==> src/rtl/mem_port_arbiter_if.sv <==
// Request/response and memory-bus bundle for mem_port_arbiter.
// master = arbiter view, slave = requesters plus memory.
interface mem_port_arbiter_if #(
    parameter int ADDR_W = 32,
    parameter int DATA_W = 32
);
    localparam int BE_W = DATA_W / 8;

    logic              if_req;
    logic [ADDR_W-1:0] if_addr;
    logic              if_gnt;
    logic              if_rvalid;
    logic [DATA_W-1:0] if_rdata;

    logic              mem_req;
    logic              mem_we;
    logic [BE_W-1:0]   mem_be;
    logic [ADDR_W-1:0] mem_addr;
    logic [DATA_W-1:0] mem_wdata;
    logic              mem_gnt;
    logic              mem_rvalid;
    logic [DATA_W-1:0] mem_rdata;

    logic              bus_req;
    logic              bus_we;
    logic [BE_W-1:0]   bus_be;
    logic [ADDR_W-1:0] bus_addr;
    logic [DATA_W-1:0] bus_wdata;
    logic              bus_ack;
    logic [DATA_W-1:0] bus_rdata;

    logic              stall_if;
    logic              stall_mem;

    modport master (
        input  if_req, if_addr,
        input  mem_req, mem_we, mem_be, mem_addr, mem_wdata,
        input  bus_ack, bus_rdata,
        output if_gnt, if_rvalid, if_rdata,
        output mem_gnt, mem_rvalid, mem_rdata,
        output bus_req, bus_we, bus_be, bus_addr, bus_wdata,
        output stall_if, stall_mem
    );

    modport slave (
        output if_req, if_addr,
        output mem_req, mem_we, mem_be, mem_addr, mem_wdata,
        output bus_ack, bus_rdata,
        input  if_gnt, if_rvalid, if_rdata,
        input  mem_gnt, mem_rvalid, mem_rdata,
        input  bus_req, bus_we, bus_be, bus_addr, bus_wdata,
        input  stall_if, stall_mem
    );
endinterface

==> src/rtl/mem_port_arbiter.sv <==
// IF/MEM arbiter for the single-port unified memory.
// Define ARB_STARVE_GUARD_EN to bound MEM streaks while IF waits.
module mem_port_arbiter #(
    parameter int ADDR_W         = 32,
    parameter int DATA_W         = 32,
    parameter int MAX_MEM_STREAK = 4
) (
    input logic                clk,
    input logic                rst,
    mem_port_arbiter_if.master arb
);
    localparam int BE_W = DATA_W / 8;

    typedef enum logic [1:0] {
        IDLE,
        BUSY_IF,
        BUSY_MEM
    } state_t;

    state_t            state;
    state_t            state_nx;
    logic              pick_if;
    logic              pick_mem;
    logic              if_first;
    logic              we_q;
    logic [BE_W-1:0]   be_q;
    logic [ADDR_W-1:0] addr_q;
    logic [DATA_W-1:0] wdata_q;

    if (MAX_MEM_STREAK < 1) begin : g_bad_streak
        $error("MAX_MEM_STREAK must be at least 1");
    end

`ifdef ARB_STARVE_GUARD_EN
    localparam int CNT_W = $clog2(MAX_MEM_STREAK + 1);
    localparam logic [CNT_W-1:0] STREAK_MAX = CNT_W'(MAX_MEM_STREAK);

    logic [CNT_W-1:0] streak;

    // Counts MEM wins that happened while IF was waiting.
    always_ff @(posedge clk or posedge rst) begin
        if (rst) begin
            streak <= '0;
        end else if (pick_if) begin
            streak <= '0;
        end else if (pick_mem) begin
            if (!arb.if_req)
                streak <= '0;
            else if (streak != STREAK_MAX)
                streak <= streak + 1'b1;
        end
    end

    assign if_first = arb.if_req && (streak == STREAK_MAX);
`else
    assign if_first = 1'b0;
`endif

    always_ff @(posedge clk or posedge rst) begin
        if (rst)
            state <= IDLE;
        else
            state <= state_nx;
    end

    // MEM holds the older instruction, so it wins unless the guard trips.
    always_comb begin
        state_nx = state;
        pick_if  = 1'b0;
        pick_mem = 1'b0;
        unique case (state)
            IDLE: begin
                if (arb.mem_req && !if_first) begin
                    pick_mem = 1'b1;
                    state_nx = BUSY_MEM;
                end else if (arb.if_req) begin
                    pick_if  = 1'b1;
                    state_nx = BUSY_IF;
                end
            end
            BUSY_IF, BUSY_MEM: begin
                if (arb.bus_ack)
                    state_nx = IDLE;
            end
            default: state_nx = IDLE;
        endcase
    end

    always_ff @(posedge clk or posedge rst) begin
        if (rst) begin
            we_q    <= 1'b0;
            be_q    <= '0;
            addr_q  <= '0;
            wdata_q <= '0;
        end else if (pick_mem) begin
            we_q    <= arb.mem_we;
            be_q    <= arb.mem_be;
            addr_q  <= arb.mem_addr;
            wdata_q <= arb.mem_wdata;
        end else if (pick_if) begin
            we_q    <= 1'b0;
            be_q    <= '1;
            addr_q  <= arb.if_addr;
            wdata_q <= '0;
        end
    end

    assign arb.bus_req   = (state != IDLE);
    assign arb.bus_we    = we_q;
    assign arb.bus_be    = be_q;
    assign arb.bus_addr  = addr_q;
    assign arb.bus_wdata = wdata_q;

    assign arb.if_gnt  = pick_if;
    assign arb.mem_gnt = pick_mem;

    assign arb.if_rvalid  = (state == BUSY_IF) && arb.bus_ack;
    assign arb.mem_rvalid = (state == BUSY_MEM) && arb.bus_ack;

    assign arb.if_rdata  = arb.if_rvalid ? arb.bus_rdata : '0;
    assign arb.mem_rdata = (arb.mem_rvalid && !we_q) ? arb.bus_rdata : '0;

    assign arb.stall_if  = arb.if_req && !arb.if_rvalid;
    assign arb.stall_mem = arb.mem_req && !arb.mem_rvalid;
endmodule

==> src/flat_wrapper.sv <==
// flat-port wrapper written by rule: the top's interface ports become plain ports
module mem_port_arbiter_flat 
#(
    parameter int ADDR_W         = 32,
    parameter int DATA_W         = 32,
    parameter int MAX_MEM_STREAK = 4
)
  (clk, rst, arb_if_req, arb_if_addr, arb_mem_req, arb_mem_we, arb_mem_be, arb_mem_addr, arb_mem_wdata, arb_bus_ack, arb_bus_rdata, arb_if_gnt, arb_if_rvalid, arb_if_rdata, arb_mem_gnt, arb_mem_rvalid, arb_mem_rdata, arb_bus_req, arb_bus_we, arb_bus_be, arb_bus_addr, arb_bus_wdata, arb_stall_if, arb_stall_mem);
  mem_port_arbiter_if #(.ADDR_W(ADDR_W), .DATA_W(DATA_W)) arb_i ();
  input logic clk;
  input logic rst;
  input wire logic [$bits(arb_i.if_req)-1:0] arb_if_req;
  input wire logic [$bits(arb_i.if_addr)-1:0] arb_if_addr;
  input wire logic [$bits(arb_i.mem_req)-1:0] arb_mem_req;
  input wire logic [$bits(arb_i.mem_we)-1:0] arb_mem_we;
  input wire logic [$bits(arb_i.mem_be)-1:0] arb_mem_be;
  input wire logic [$bits(arb_i.mem_addr)-1:0] arb_mem_addr;
  input wire logic [$bits(arb_i.mem_wdata)-1:0] arb_mem_wdata;
  input wire logic [$bits(arb_i.bus_ack)-1:0] arb_bus_ack;
  input wire logic [$bits(arb_i.bus_rdata)-1:0] arb_bus_rdata;
  output wire logic [$bits(arb_i.if_gnt)-1:0] arb_if_gnt;
  output wire logic [$bits(arb_i.if_rvalid)-1:0] arb_if_rvalid;
  output wire logic [$bits(arb_i.if_rdata)-1:0] arb_if_rdata;
  output wire logic [$bits(arb_i.mem_gnt)-1:0] arb_mem_gnt;
  output wire logic [$bits(arb_i.mem_rvalid)-1:0] arb_mem_rvalid;
  output wire logic [$bits(arb_i.mem_rdata)-1:0] arb_mem_rdata;
  output wire logic [$bits(arb_i.bus_req)-1:0] arb_bus_req;
  output wire logic [$bits(arb_i.bus_we)-1:0] arb_bus_we;
  output wire logic [$bits(arb_i.bus_be)-1:0] arb_bus_be;
  output wire logic [$bits(arb_i.bus_addr)-1:0] arb_bus_addr;
  output wire logic [$bits(arb_i.bus_wdata)-1:0] arb_bus_wdata;
  output wire logic [$bits(arb_i.stall_if)-1:0] arb_stall_if;
  output wire logic [$bits(arb_i.stall_mem)-1:0] arb_stall_mem;
  assign arb_i.if_req = arb_if_req;
  assign arb_i.if_addr = arb_if_addr;
  assign arb_i.mem_req = arb_mem_req;
  assign arb_i.mem_we = arb_mem_we;
  assign arb_i.mem_be = arb_mem_be;
  assign arb_i.mem_addr = arb_mem_addr;
  assign arb_i.mem_wdata = arb_mem_wdata;
  assign arb_i.bus_ack = arb_bus_ack;
  assign arb_i.bus_rdata = arb_bus_rdata;
  assign arb_if_gnt = arb_i.if_gnt;
  assign arb_if_rvalid = arb_i.if_rvalid;
  assign arb_if_rdata = arb_i.if_rdata;
  assign arb_mem_gnt = arb_i.mem_gnt;
  assign arb_mem_rvalid = arb_i.mem_rvalid;
  assign arb_mem_rdata = arb_i.mem_rdata;
  assign arb_bus_req = arb_i.bus_req;
  assign arb_bus_we = arb_i.bus_we;
  assign arb_bus_be = arb_i.bus_be;
  assign arb_bus_addr = arb_i.bus_addr;
  assign arb_bus_wdata = arb_i.bus_wdata;
  assign arb_stall_if = arb_i.stall_if;
  assign arb_stall_mem = arb_i.stall_mem;
  mem_port_arbiter #(.ADDR_W(ADDR_W), .DATA_W(DATA_W), .MAX_MEM_STREAK(MAX_MEM_STREAK)) u_core (.clk(clk), .rst(rst), .arb(arb_i));
endmodule
==> config.mk <==
export PLATFORM = sky130hd
export DESIGN_NAME = mem_port_arbiter_flat
export DESIGN_NICKNAME = d
export VERILOG_FILES = /design/src/rtl/mem_port_arbiter_if.sv /design/src/rtl/mem_port_arbiter.sv /design/src/flat_wrapper.sv
export SDC_FILE = /design/constraint.sdc
export NUM_CORES = 1
export LEC_CHECK = 0
export CORE_AREA = 3 3 108 110
export DETAILED_ROUTE_END_ITERATION = 8
export DIE_AREA = 0 0 111 113
export DONT_BUFFER_PORTS = 1
export HOLD_SLACK_MARGIN = 0.1
export PLACE_DENSITY_LB_ADDON = 0.25
export RECOVER_POWER = 50
export SYNTH_ARGS = -nofsm -noshare
export SYNTH_HDL_FRONTEND = slang
export SYNTH_SLANG_ARGS = --single-unit
==> constraint.sdc <==
create_clock -name clk -period 3 [get_ports clk]
set_input_delay 0.9 -clock clk [delete_from_list [all_inputs] [get_ports clk]]
set_output_delay 0.9 -clock clk [all_outputs]
set_load 0.005 [all_outputs]
==> run summary, run 1 <==
FLOORPLANNING
----------------------------------------------------------------------------------------------------
Effective utilization at floorplan ....................................................        0.315
Number of rows created at floorplan ...................................................           38
Die width .............................................................................       111 um
# IOs .................................................................................          278
Full die area .........................................................................   12500 um^2
Die Span Y ............................................................................       113 um
Floorplan Core Area ...................................................................   10800 um^2

DETAILED ROUTING
----------------------------------------------------------------------------------------------------
Total DRC errors in the routed layout .................................................            0
DRT Pass-1 Iters ......................................................................            6
Wirelength, routed ....................................................................      10.1 mm
Per-cell routed wire length ...........................................................      21.8 um
Number of vias after detailed routing .................................................         2551
Antenna Violating Nets Remaining ......................................................            0
Via-to-Cell Ratio .....................................................................         5.52
DRC violation total after the first TritonRoute iteration .............................          160

PLACE
----------------------------------------------------------------------------------------------------
Count of input and output buffers .....................................................            0
RD Place Congestion ...................................................................        0.729
HPWL reported at the end of detailed placement ........................................      7.51 mm
Worst setup slack before clock tree synthesis .........................................       613 ps

TIMING
----------------------------------------------------------------------------------------------------
Minimum period implied by the final worst setup slack .................................      2560 ps
Peak Freq .............................................................................      390 MHz
Worst Slack Setup Final ...............................................................       438 ps
Number of hold violations in the final report .........................................            0
Final number of max-transition violations .............................................           73
Fin crit share ........................................................................        0.854
Count of final setup violators ........................................................            0
Worst hold-check slack ................................................................       526 ps
Post-route clock skew .................................................................      6.57 ps
Setup tns final .......................................................................         0 ps
Rel. slew slack .......................................................................       -0.264
Least-Margin Pin Slew .................................................................      1900 ps
RSZ-0062 raised after global routing ..................................................        false

CLOCKING
----------------------------------------------------------------------------------------------------
Number of buffers added by the clock tree synthesis step ..............................            9
Clock latency of the later-clocked register in the worst-skew pair ....................       340 ps
Number of sinks driven by the clock tree ..............................................           71
H-tree lvl count ......................................................................            3
# resized after CTS ...................................................................            0
Clock Tree Buf Depth ..................................................................            2
Clk Tree Root Cell ....................................................................     clkbuf_8
TritonCTS clock tree ..................................................................         done
Post-CTS Setup Bufs ...................................................................            0
Cts-stage hold buffer count ...........................................................            0
Clock-pin slew reported for the worst setup and hold paths after clock tree synthesis .        70 ps

SYNTHESIS
----------------------------------------------------------------------------------------------------
Syn_nets ..............................................................................          465
Ys Warns ..............................................................................            0
Average cell area after synthesis .....................................................    10.5 um^2
Unique cell type count in the Yosys netlist ...........................................           26
Post-synthesis sequential area ratio ..................................................        0.522
FF+latch count, synth .................................................................           71
Synth Cell Area .......................................................................    3400 um^2
Instance count of the mapped netlist ..................................................          324

HOLD PATH
----------------------------------------------------------------------------------------------------
Beginning of the worst hold path ...................................................... u_core.arb.bus_be[2]
Class of the tightest hold or removal check ........................................... register to register

PWR
----------------------------------------------------------------------------------------------------
Cell area power density ............................................................... 1010 nW/um^2
IR drop worst, VDD ....................................................................   0.000322 V
Switching share of total power ........................................................        0.371
Leakage dissipation ...................................................................      1.67 nW
Clk pwr share .........................................................................        0.228
Internal power of the cells ...........................................................      2.33 mW
Sequential Power Share ................................................................        0.473
Sw Pwr ................................................................................      1.37 mW
Gate power share ......................................................................        0.299

WORST SETUP PATH
----------------------------------------------------------------------------------------------------
Origin of the worst setup path ........................................................ u_core.state[1]
Required time of the critical path ....................................................      2100 ps
Critical register-to-register path startpoint ......................................... u_core.state[1]
Kind of start point of the critical path ..............................................     register
Arrival time of the worst setup path ..................................................      1660 ps
Sequence of cells on the critical path ................................................ inv_1, ha_1, nand2_1, inv_2
Cell with the biggest individual delay on the critical path ...........................         ha_1
Kind of critical path ................................................................. register to primary output
Kind of end point of the critical path ................................................ primary output
Max stage delay on crit path ..........................................................       420 ps
Critical path fanouts, max ............................................................            9

CELLS AND AREA
----------------------------------------------------------------------------------------------------
FILL cells ............................................................................         1119
# nets final ..........................................................................          458
Layout-stage area growth over the synthesis result ....................................        7.40%
Antenna diode count ...................................................................            0
Leading cell type in the layout, fill and taps excluded ...............................      dfrtp_1
Share of layout cells above drive strength 1 ..........................................        0.102
Commonest non-fill, non-tap cells in the layout ....................................... 71 x dfrtp_1, 34 x nor2_1, 33 x a22o_1, 33 x and2_1

GLOBAL ROUTE
----------------------------------------------------------------------------------------------------
Total overflow reported by the global router ..........................................            0
Overall routing resource usage ........................................................        0.153
Pin count of the biggest net entering global routing ..................................           38
First-pass GRT wire length ............................................................      14.9 mm
Initial antenna violation count .......................................................            0
Via count of the first global-routing pass ............................................         2655

FLOW RUN
----------------------------------------------------------------------------------------------------
Number of maximum-capacitance violations ..............................................            2

RUN STATUS
----------------------------------------------------------------------------------------------------
Violated checks ....................................................................... max-capacitance violations, max-slew violations
Outcome ............................................................................... complete, but fails checks

## power by group through the flow
stage	clock network (mW)	registers, mW	logic [mW]
finish	0.845	1.75	1.11
CTS	0.874	1.77	1.14
global placement	0	1.78	1.10
floorplan	0	1.65	0.967
global route	0.920	1.81	1.26
detailed placement	0	1.77	1.14
## stage by stage
step	instances	util	instance area, um^2	total power, mW
3_3_place_gp	446	0.319	3440	2.89
4_1_cts	462	0.339	3660	3.78
2_1_floorplan	324	-	3400	2.62
6_report	462	0.338	3650	3.70
3_5_place_dp	446	0.319	3440	2.92
5_1_grt	462	0.338	3650	3.99
## metal layers
layer / up-vias / part of all wire / GRT usage
li1: 1148 / - / -
met1: 1226 / 0.38 / 0.173
met2: 164 / 0.50 / 0.261
met3: 13 / 0.096 / 0.0578
met4: 0 / 0.021 / 0.0649
met5: - / 0 / 0
## final timing paths
kind | to | slack [ps] | depth (start not counted)
worst min-delay path | u_core.arb.bus_be[2] | 530 | 1
worst max register to register | u_core.state[0] | 1010 | 5
worst min register to register | u_core.arb.bus_be[2] | 530 | 1
min in group asynchronous | u_core.arb.bus_addr[20] | 1100 | 2
max in group asynchronous | u_core.arb.bus_wdata[3] | 750 | 2
worst max-delay path | arb_mem_gnt | 440 | 4
## cells in the mapped netlist (all sizes together)
cell    instances  share of area
ha              3          0.011
nor2b           1         0.0018
nand2b          2         0.0037
and3           32          0.059
nor2           34          0.038
o21a            1         0.0022
o22ai          33          0.068
and2           33          0.061
clkbuf         12          0.013
nand2           3         0.0033
a21o            1         0.0022
a21oi          34          0.052
o21ai           1         0.0026
buf            18          0.053
inv             6         0.0066
dfrtp          71           0.52
and3b           2         0.0052
o22a            4          0.010
a22o           33          0.085
## final cells by class
| type | instances | area, um^2 | area share |
|---|---|---|---|
| clock buffers | 11 | 141 | 0.0387 |
| clock inverters | 5 | 81.3 | 0.0223 |
| inverters | 6 | 22.5 | 0.00617 |
| multi-input cells | 217 | 1380 | 0.377 |
| flip-flops and latches | 71 | 1780 | 0.486 |
| well taps | 140 | 175 | 0.0480 |
| repair buffers | 12 | 78.8 | 0.0216 |
## cells by family (layout without fill, tap and decap cells)
group | count (synthesis) | count (layout) | share of synthesized area
AO/OA/AOI/OAI | 107 | 107 | 0.223
adder cells (fa/ha/maj) | 3 | 3 | 0.0110
flip-flops | 71 | 71 | 0.522
AND/OR/NAND/NOR | 107 | 107 | 0.171
buffers and inverters | 36 | 34 | 0.0728
## flip-flops by register name (all words and copies together), names as in the netlist
| name | count |
|---|---|
| u_core.arb.bus_addr | 32 |
| u_core.arb.bus_wdata | 32 |
| u_core.arb.bus_be | 4 |
| u_core.state | 2 |
| u_core.arb.bus_we | 1 |
## worst max-delay path, delay by kind of cell, from the launching register on
family                   cells  cell delay (ps)
adder cells (fa/ha/maj)      1              420
AND/OR/NAND/NOR              1              250
buffers and inverters        2              250
flip-flops                   1              400
No activity file was read; power rests on OpenSTA's default activity.
==> run 2, diff against run 1 <==
--- a/config.mk
+++ b/config.mk
@@ -11,7 +11,7 @@
 export DONT_BUFFER_PORTS = 1
 export HOLD_SLACK_MARGIN = 0.1
 export PLACE_DENSITY_LB_ADDON = 0.25
-export RECOVER_POWER = 50
+export SLEW_MARGIN = 0
 export SYNTH_ARGS = -nofsm -noshare
 export SYNTH_HDL_FRONTEND = slang
 export SYNTH_SLANG_ARGS = --single-unit
==> run 2 against run 1 <==
Compared with the run above:
- the run now ends clean
- critical path type unchanged
- critical endpoint is now arb_if_rdata[16]
- final cell count unchanged
- die area stayed put
- sequential cell count stayed put
- first-iteration DRC count decreased by 3.8%
==> run summary, run 2 (synthesis results as in run 1) <==
CLOCKING
----------------------------------------------------------------------------------------------------
Clock-pin slew reported for the worst setup and hold paths after clock tree synthesis .        70 ps   about the same
H-tree lvl count ......................................................................            3   unchanged
# resized after CTS ...................................................................            0   unchanged
TritonCTS clock tree ..................................................................         done   unchanged
Post-CTS Setup Bufs ...................................................................            0   unchanged
Clock latency of the later-clocked register in the worst-skew pair ....................       340 ps   about the same
Clk Tree Root Cell ....................................................................     clkbuf_8   unchanged
Number of sinks driven by the clock tree ..............................................           71   unchanged
Clock Tree Buf Depth ..................................................................            2   unchanged
Number of buffers added by the clock tree synthesis step ..............................            9   unchanged
Cts-stage hold buffer count ...........................................................            0   unchanged

CELLS AND AREA
----------------------------------------------------------------------------------------------------
Commonest non-fill, non-tap cells in the layout ....................................... 71 x dfrtp_1, 34 x nor2_1, 33 x a22o_1, 33 x and2_1   unchanged
Layout-stage area growth over the synthesis result ....................................        7.73%   was 7.40%
Share of layout cells above drive strength 1 ..........................................        0.115   was 0.102
# nets final ..........................................................................          458   unchanged
Sequential standard cell area .........................................................    1780 um^2   unchanged
Multi-input logic area ................................................................    1380 um^2   unchanged
FILL cells ............................................................................         1113   was 1119
Leading cell type in the layout, fill and taps excluded ...............................      dfrtp_1   unchanged
Antenna diode count ...................................................................            0   unchanged
Core occupancy in the finished layout .................................................        0.339   was 0.338

DETAILED ROUTING
----------------------------------------------------------------------------------------------------
Via-to-Cell Ratio .....................................................................         5.48   was 5.52
Per-cell routed wire length ...........................................................      21.7 um   was 21.8 um
Number of vias after detailed routing .................................................         2532   was 2551
Total DRC errors in the routed layout .................................................            0   unchanged
Antenna Violating Nets Remaining ......................................................            0   unchanged
DRT Pass-1 Iters ......................................................................            4   was 6
Wirelength, routed ....................................................................      10.0 mm   was 10.1 mm
DRC violation total after the first TritonRoute iteration .............................          154   was 160

TIMING
----------------------------------------------------------------------------------------------------
Least-Margin Pin Slew .................................................................       454 ps   was 1900 ps
RSZ-0062 raised after global routing ..................................................        false   unchanged
Setup tns final .......................................................................         0 ps   unchanged
Final number of max-transition violations .............................................            0   was 73
Post-route clock skew .................................................................      6.35 ps   was 6.57 ps
Fin crit share ........................................................................        0.849   was 0.854
Peak Freq .............................................................................      393 MHz   was 390 MHz
Number of hold violations in the final report .........................................            0   unchanged
Rel. slew slack .......................................................................        0.697   was -0.264
Worst hold-check slack ................................................................       526 ps   about the same
Count of final setup violators ........................................................            0   unchanged
Worst Slack Setup Final ...............................................................       452 ps   was 438 ps
Minimum period implied by the final worst setup slack .................................      2550 ps   was 2560 ps

FLOORPLANNING
----------------------------------------------------------------------------------------------------
Number of rows created at floorplan ...................................................           38   unchanged
# IOs .................................................................................          278   unchanged
Die Span Y ............................................................................       113 um   unchanged
Effective utilization at floorplan ....................................................        0.315   unchanged
Full die area .........................................................................   12500 um^2   unchanged
Die width .............................................................................       111 um   unchanged
Floorplan Core Area ...................................................................   10800 um^2   unchanged

WORST SETUP PATH
----------------------------------------------------------------------------------------------------
Cell with the biggest individual delay on the critical path ...........................      dfrtp_1   was ha_1
Worst reg2reg path depth ..............................................................            6   was 5
Kind of start point of the critical path ..............................................     register   unchanged
Destination of the worst register-to-register timing path ............................. u_core.arb.bus_wdata[1]   was u_core.state[0]
Worst path bufs/invs ..................................................................            2   unchanged
Arrival time of the worst setup path ..................................................      1650 ps   was 1660 ps
Kind of cell adding the most delay to the critical path ...............................   flip-flops   was adder cells
Required time of the critical path ....................................................      2100 ps   about the same
Critical register-to-register path startpoint ......................................... u_core.state[1]   unchanged
Depth of the critical timing path with buffers and inverters included .................            4   unchanged
Worst reg2reg setup slack .............................................................      1050 ps   was 1010 ps
Kind of end point of the critical path ................................................ primary output   unchanged
Max stage delay on crit path ..........................................................       400 ps   was 420 ps
Sequence of cells on the critical path ................................................ inv_1, ha_1, buf_4, and3_1   was inv_1, ha_1, nand2_1, inv_2
Kind of critical path ................................................................. register to primary output   unchanged
Critical path fanouts, max ............................................................           23   was 9

GLOBAL ROUTE
----------------------------------------------------------------------------------------------------
Initial antenna violation count .......................................................            0   unchanged
Most used routing layer in global routing .............................................         met2   unchanged
First-pass GRT wire length ............................................................      14.9 mm   unchanged
Met3 global-route usage ...............................................................       0.0578   unchanged
Total overflow reported by the global router ..........................................            0   unchanged
GR Layer Usage met2 ...................................................................        0.261   unchanged
Overall routing resource usage ........................................................        0.153   unchanged
Pin count of the biggest net entering global routing ..................................           38   unchanged
Via count of the first global-routing pass ............................................         2655   unchanged
Met1 usage ............................................................................        0.173   unchanged

PLACE
----------------------------------------------------------------------------------------------------
Count of input and output buffers .....................................................            0   unchanged
RD Place Congestion ...................................................................        0.729   unchanged
HPWL reported at the end of detailed placement ........................................      7.51 mm   unchanged
Worst setup slack before clock tree synthesis .........................................       613 ps   unchanged

HOLD PATH
----------------------------------------------------------------------------------------------------
Endpoint with the worst hold slack .................................................... u_core.arb.bus_be[2]   unchanged
Class of the tightest hold or removal check ........................................... register to register   unchanged
Beginning of the worst hold path ...................................................... u_core.arb.bus_be[2]   unchanged
Hold Path Depth .......................................................................            1   unchanged

PWR
----------------------------------------------------------------------------------------------------
Cell area power density ............................................................... 1010 nW/um^2   about the same
Internal power of the cells ...........................................................      2.34 mW   was 2.33 mW
Sw Pwr ................................................................................      1.37 mW   about the same
Leakage dissipation ...................................................................      1.68 nW   was 1.67 nW
IR drop worst, VDD ....................................................................   0.000322 V   about the same
Gate power share ......................................................................        0.300   was 0.299
Switching share of total power ........................................................        0.369   was 0.371
Clk pwr share .........................................................................        0.227   was 0.228
Sequential Power Share ................................................................        0.472   was 0.473

RUN STATUS
----------------------------------------------------------------------------------------------------
Outcome ............................................................................... finished clean   was complete, but fails checks

FLOW RUN
----------------------------------------------------------------------------------------------------
Number of maximum-capacitance violations ..............................................            0   was 2

## run 2: changes by cell type in the layout (fill, tap and decap cells not counted), sizes merged
cell / before / now
buf: 9 / 12
clkbuf: 14 / 11
## run 2: final cells by class
class                   count  share of cell area
flip-flops and latches     71               0.485
multi-input cells         217               0.376
well taps                 140              0.0478
clock buffers              11              0.0386
repair buffers             12              0.0246
clock inverters             5              0.0222
inverters                   6             0.00615
## run 2: stage by stage
stage	std cells	instance area, um^2	power [mW]
floorplan	324	3400	2.62
global placement	446	3440	2.89
detailed placement	446	3440	2.92
CTS	462	3660	3.78
global route	462	3660	4.00
finish	462	3660	3.71
## run 2: layer usage
layer	routed length (um)	vias to the layer above
li1	-	1150
met1	3830	1209
met2	5050	160
met3	948	13
met4	210	0
met5	0	-
## run 2: how the worst max path moves through the flow
| stage | end | slack, ps | start |
|---|---|---|---|
| 2_1_floorplan | u_core.arb.bus_addr[0] | 300 | rst |
| 4_1_cts | arb_mem_gnt | 390 | u_core.state[0] |
| 3_3_place_gp | arb_mem_rdata[19] | 630 | arb_bus_ack |
| 6_report | arb_if_rdata[16] | 450 | u_core.state[1] |
| 5_1_grt | arb_if_rdata[16] | 270 | u_core.state[1] |
| 3_5_place_dp | arb_mem_rdata[9] | 610 | arb_bus_ack |
## run 2: power groups by stage
stage | registers (mW) | clock network (mW) | logic (mW)
after detailed placement | 1.77 | 0 | 1.14
final | 1.75 | 0.843 | 1.11
after global routing | 1.81 | 0.920 | 1.27
after floorplan | 1.65 | 0 | 0.967
after CTS | 1.77 | 0.874 | 1.14
after global placement | 1.78 | 0 | 1.10
